**src/rtl/fetch_npc_btb.sv**
```systemverilog
// fetch_npc_btb: IF-stage next-PC generation for the pipelined miniRV core.
// Holds the fetch PC and a direct-mapped branch target buffer. A BTB hit
// combined with the predictor's direction bit steers the fetch address.
// Mispredictions resolved in EX redirect the PC and flush the younger
// instructions. Branch and mispredict statistics counters are maintained.
module fetch_npc_btb #(
    parameter int          BTB_ENTRIES = 16,
    parameter logic [31:0] PC_RESET    = 32'h0000_0000
) (
    input  logic        cpu_clk,
    input  logic        cpu_rst,
    input  logic        stall,
    input  logic        pre_br,
    output logic [31:0] pc,
    output logic        pred_taken,
    output logic [31:0] pred_target,
    input  logic        ex_is_B,
    input  logic [31:0] ex_pc,
    input  logic        ex_real_br,
    input  logic [31:0] ex_target,
    input  logic        ex_pred_taken,
    input  logic [31:0] ex_pred_target,
    output logic        flush,
    output logic [31:0] br_cnt,
    output logic [31:0] mis_cnt
);

    localparam int IDX  = $clog2(BTB_ENTRIES);
    localparam int TAGW = 30 - IDX;

    // BTB storage: valid bits are reset, tag/target payload is not
    logic [BTB_ENTRIES-1:0] r_valid;
    logic [TAGW-1:0]        r_tag    [BTB_ENTRIES];
    logic [31:0]            r_target [BTB_ENTRIES];

    logic [31:0] r_pc;
    logic [31:0] r_br_cnt;
    logic [31:0] r_mis_cnt;

    logic [IDX-1:0]  w_idx;
    logic [TAGW-1:0] w_tag;
    logic            w_hit;
    logic            w_pred_taken;
    logic [31:0]     w_pred_target;
    logic            w_mis;
    logic [31:0]     w_redirect;
    logic [31:0]     w_npc;
    logic            w_btb_wr;
    logic [IDX-1:0]  w_wr_idx;
    logic [TAGW-1:0] w_wr_tag;

    assign w_idx    = r_pc[IDX+1:2];
    assign w_tag    = r_pc[31:2+IDX];
    assign w_wr_idx = ex_pc[IDX+1:2];
    assign w_wr_tag = ex_pc[31:2+IDX];
    assign w_btb_wr = ex_is_B && ex_real_br;

    // BTB lookup on the current PC; sees pre-edge contents, no write bypass
    always_comb begin
        w_hit         = 1'b0;
        w_pred_taken  = 1'b0;
        w_pred_target = r_pc + 32'd4;
        if (r_valid[w_idx] && (r_tag[w_idx] == w_tag)) begin
            w_hit = 1'b1;
        end else begin
            w_hit = 1'b0;
        end
        w_pred_taken = w_hit && pre_br;
        if (w_pred_taken) begin
            w_pred_target = r_target[w_idx];
        end else begin
            w_pred_target = r_pc + 32'd4;
        end
    end

    // EX-stage mispredict detection and the corrected fetch address
    always_comb begin
        w_mis      = 1'b0;
        w_redirect = ex_pc + 32'd4;
        if (ex_is_B) begin
            w_mis = (ex_real_br != ex_pred_taken) ||
                    (ex_real_br && (ex_target != ex_pred_target));
        end else begin
            w_mis = 1'b0;
        end
        if (ex_real_br) begin
            w_redirect = ex_target;
        end else begin
            w_redirect = ex_pc + 32'd4;
        end
    end

    // Next-PC select: a mispredict redirect overrides a stall
    always_comb begin
        w_npc = w_pred_target;
        if (w_mis) begin
            w_npc = w_redirect;
        end else if (stall) begin
            w_npc = r_pc;
        end else begin
            w_npc = w_pred_target;
        end
    end

    // PC register
    always_ff @(posedge cpu_clk or posedge cpu_rst) begin
        if (cpu_rst) begin
            r_pc <= PC_RESET;
        end else begin
            r_pc <= w_npc;
        end
    end

    // BTB valid bits: taken branches allocate, nothing ever invalidates
    always_ff @(posedge cpu_clk or posedge cpu_rst) begin
        if (cpu_rst) begin
            r_valid <= '0;
        end else if (w_btb_wr) begin
            r_valid[w_wr_idx] <= 1'b1;
        end else begin
            r_valid <= r_valid;
        end
    end

    // BTB tag/target payload, overwritten on every taken branch
    always_ff @(posedge cpu_clk) begin
        if (w_btb_wr && !cpu_rst) begin
            r_tag[w_wr_idx]    <= w_wr_tag;
            r_target[w_wr_idx] <= ex_target;
        end
    end

    // Statistics counters, wrapping modulo 2^32
    always_ff @(posedge cpu_clk or posedge cpu_rst) begin
        if (cpu_rst) begin
            r_br_cnt  <= 32'd0;
            r_mis_cnt <= 32'd0;
        end else begin
            if (ex_is_B) begin
                r_br_cnt <= r_br_cnt + 32'd1;
            end else begin
                r_br_cnt <= r_br_cnt;
            end
            if (w_mis) begin
                r_mis_cnt <= r_mis_cnt + 32'd1;
            end else begin
                r_mis_cnt <= r_mis_cnt;
            end
        end
    end

    assign pc          = r_pc;
    assign pred_taken  = w_pred_taken;
    assign pred_target = w_pred_target;
    assign flush       = w_mis;
    assign br_cnt      = r_br_cnt;
    assign mis_cnt     = r_mis_cnt;

endmodule
```
**config.mk**
```make
export PLATFORM = sky130hd
export DESIGN_NAME = fetch_npc_btb
export DESIGN_NICKNAME = d
export VERILOG_FILES = /design/src/rtl/fetch_npc_btb.sv
export SDC_FILE = /design/constraint.sdc
export NUM_CORES = 1
export LEC_CHECK = 0
export CAP_MARGIN = 5
export CORE_UTILIZATION = 43
export CTS_BUF_LIST = sky130_fd_sc_hd__clkbuf_4 sky130_fd_sc_hd__clkbuf_8 sky130_fd_sc_hd__clkbuf_16
export CTS_CLUSTER_SIZE = 30
export DETAILED_ROUTE_END_ITERATION = 16
export GPL_TIMING_DRIVEN = 0
export HOLD_SLACK_MARGIN = 0.1
export SKIP_LAST_GASP = 1
export SLEW_MARGIN = 30
export SYNTH_ARGS = -nofsm -noshare
export SYNTH_HDL_FRONTEND = slang
export SYNTH_SLANG_ARGS = --single-unit
```
**constraint.sdc**
```tcl
create_clock -name cpu_clk -period 4.3 [get_ports cpu_clk]
set_input_delay 0.43 -clock cpu_clk [delete_from_list [all_inputs] [get_ports cpu_clk]]
set_output_delay 0.43 -clock cpu_clk [all_outputs]
set_load 0.02 [all_outputs]
```
==> flow_summary.ini <==
[critical_path]
critical_path_arrival_ns = 4.62
setup.worst_path.start_class = flop
critical_path_required_ns = 3.87
critical_path_peak_fanout = 10
cp-end-kind = output pin
timing_worst_setup_path_type = flop to output pin

[global_route]
gr-total-overflow = 0
grt_first_pass_wirelength_um = 186000
groute.layer.met1.usage_pct = 36.5
antenna_found_initial = 10
grt.busiest_layer = met2
met2_usage_pct = 41.2
all_layer_global_routing_usage_pct = 26.2
grt_max_degree = 30
first_global_vias = 24900
global_route.usage.met3_pct = 5.54

[synth]
synth.mux.area_fraction_pct = 16.0
synth.net_count = 2383
synth-edff-count = 928
post_synth_instance_area_um2 = 42900
synth_top_family_by_area = multiplexers
postSynthCellCount = 2273
synth-seq-area-share_pct = 71.6
post_synth_xor_area_fraction_pct = 3.64
post-synth-top-area-fraction_pct = 65.0
ys.warnings.count = 0
post_synthesis_adder_cell_area_fraction_pct = 0.204
synth_flop_cell = edfxtp_1
synth_most_common_cell = edfxtp_1
synthDistinctLibCells = 66
synthSimpleGateAreaFrac_pct = 4.65
synth-async-reset-ratio_pct = 10.8
synth_area_in_compound_gates_pct = 2.48
yosysTopAreaCell = edfxtp_1
post_synth.cell_area_avg_um2 = 18.9
synthTopCellsByArea = edfxtp_1, mux4_2, dfrtp_1
synth_commonest_cells = edfxtp_1, mux4_2, nand2_1, dfrtp_1, xnor2_1
synth.ff_latch_count = 1040

[timing]
clock_skew_ns = 0.0282
rsz0062_at_grt = yes
fin_worst_hold_slack_ns = 0.267
post-route-worst-setup-slack_ns = -0.750
final-max-slew-violation-count = 0
setup_viol_count_final = 33
min_period_ns = 5.05
slew_headroom_pct = 30.5
timing_worst_slew_pin_value_ns = 1.04
finalHoldViolations = 0
max_freq_ghz = 0.198
fin_crit_sh_pct = 117

[pwr]
internal_power_uw = 19100
power.switching_uw = 6940
power.leakage_uw = 0.0184
power.ir.vdd_worst_v = 0.000324
power_switching_share_pct = 26.7
comb_power_share_pct = 19.5
pwr-share-seq_pct = 44.2
powerDensity_nw_per_um2 = 484
p_clk_share_pct = 36.3

[placed_design]
dp.cells = 3873
port_buffers = 229
place.gp.congestion = 0.959
dpl_worst_slack_ns = -1.80
post-dp-hpwl_um = 91900

[layout]
post_layout_nonfiller_instances = 4125
final_net_count = 2853
syn_to_layout_area_delta_pct = 25.3
post_route_cells_drive_above_1_share_pct = 28.5

[floorplan]
design.die.area_um2 = 101000
core.rowCount = 115
die_y_um = 318
boundaryPins = 233
horizontal_die_dimension_um = 318
placeableCoreArea_um2 = 98600
floorplan.initialDensity_pct = 43.5

[cts]
insertion_delay_to_the_later_sink_of_the_worst_skew_pair_ns = 0.70
cts_tree = yes
ctsHtreeMaxLevel = 3
cts.path.max_buffers = 3
cts.clk_slew.worst_paths_ns = 0.06
cts-buffers-inserted = 107
clk_root_buffer_cell = clkbuf_16
clock-sinks = 1040
ctsHoldBuffers = 0

[routing]
drt_pass1_iterations = 6
dr.first_iter.drc_count = 3156
via_per_inst = 6.01
vias = 24800
routed_wire_length_per_instance_um = 32.1
finalWirelength_um = 132000
drt_drc_violations_left = 0
route.antenna.remaining_nets = 0

[min_path]
timing.hold.worst.class = input pin to flop

[status]
run_status = finished with violations
violations = setup timing

[run]
max_cap_violations = 0
worst paths after layout:
check / startpoint / to / slack (ns) / depth (start not counted)
min in group asynchronous: cpu_rst / mis_cnt[9] / 0.57 / 2
max: pc[2] / pred_target[19] / -0.75 / 14
max in group asynchronous: cpu_rst / pc[2] / 2.92 / 4
min reg2reg: mis_cnt[31] / mis_cnt[31] / 0.47 / 1
min: ex_target[31] / r_target[13][31] / 0.27 / 1
max reg2reg: pc[2] / pc[4] / 0.06 / 14
repair_timing:
item | 4_1_cts | 5_1_grt
gates cloned | 6 | 1
resized for setup | 427 | 39
endpoints found under the setup margin | 66 | 35
buffers inserted | 27 | 20
pin swaps | 13 | 5
sequential cells by signal, indices dropped and copies added (netlist names):
| name | cells |
|---|---|
| br_cnt | 32 |
| mis_cnt | 32 |
| pc | 32 |
| r_tag | 416 |
| r_target | 512 |
| r_valid | 16 |
kinds of logic after synthesis:
family / count (synthesis)
xor gates and xnor gates: 178
and+or+nand+nor: 401
AOI/OAI and AO/OA: 153
muxes: 366
buffers and inverters: 128
adders and majority gates: 7
DFF: 1040
cells in the final DEF, fill, tap and decap left out, drive strengths merged, types with 13 or more instances in the layout:
master	instances
buf	218
clkdlybuf4s50	173
and2	22
nand3	51
a21oi	17
clkinv	46
a211o	15
nand4	27
mux2i	89
nand2	134
dfrtp	112
o21ai	40
xnor2	100
edfxtp	928
bufinv	13
nor2	65
mux4	247
xor2	78
clkdlybuf4s15	14
clkbuf	184
inv	21
and3	26
mux2	30
nor3	17
metal layers:
metal	wire (um)	part of all wire, %
met5	49	0.037
met4	4780	3.6
met3	11600	8.7
met2	62200	47
met1	53800	41
power by group through the flow:
stage	sequential, uW	combinational [uW]	clock [uW]
6_report	11500	5080	9450
5_1_grt	11500	5270	9950
4_1_cts	11500	4960	9590
3_5_place_dp	11700	4460	0
3_3_place_gp	11700	4370	0
2_1_floorplan	11700	2490	0
critical path, cell delays in order (launching register included):
cell     delay [ns]
dfrtp_2        0.49
buf_8          0.18
buf_16         0.14
buf_16         0.16
buf_16         0.15
buf_4          0.21
mux2i_4        0.31
xnor2_1        0.09
nor3_1         0.19
a21oi_1        0.06
or4_4          0.57
or4_4          0.64
buf_12         0.20
mux2_4         0.35
buf_2          0.18
stage by stage:
stage | util (%) | area [um2] | power [uW] | TNS (ns)
after floorplan | - | 42900 | 14200 | 0
after global placement | 47.5 | 46800 | 16000 | -3414.96
after detailed placement | 49.4 | 48700 | 16100 | -89.08
after CTS | 54.3 | 53500 | 26000 | -21.68
after global routing | 54.5 | 53700 | 26700 | -23.82
final | 54.5 | 53700 | 26000 | -22.13
cell type report:
| cell class | count | area (um2) |
|---|---|---|
| fillers | 7627 | 44900 |
| flip-flops and latches | 1040 | 30700 |
| multi-input cells | 1105 | 12100 |
| repair buffers | 364 | 4610 |
| clock buffers | 127 | 2850 |
| well taps | 1287 | 1610 |
| plain buffers | 109 | 988 |
| clock inverters | 71 | 748 |
| inverters | 16 | 76.3 |
| diodes | 6 | 15.0 |
(Power assumes the default switching activity.)
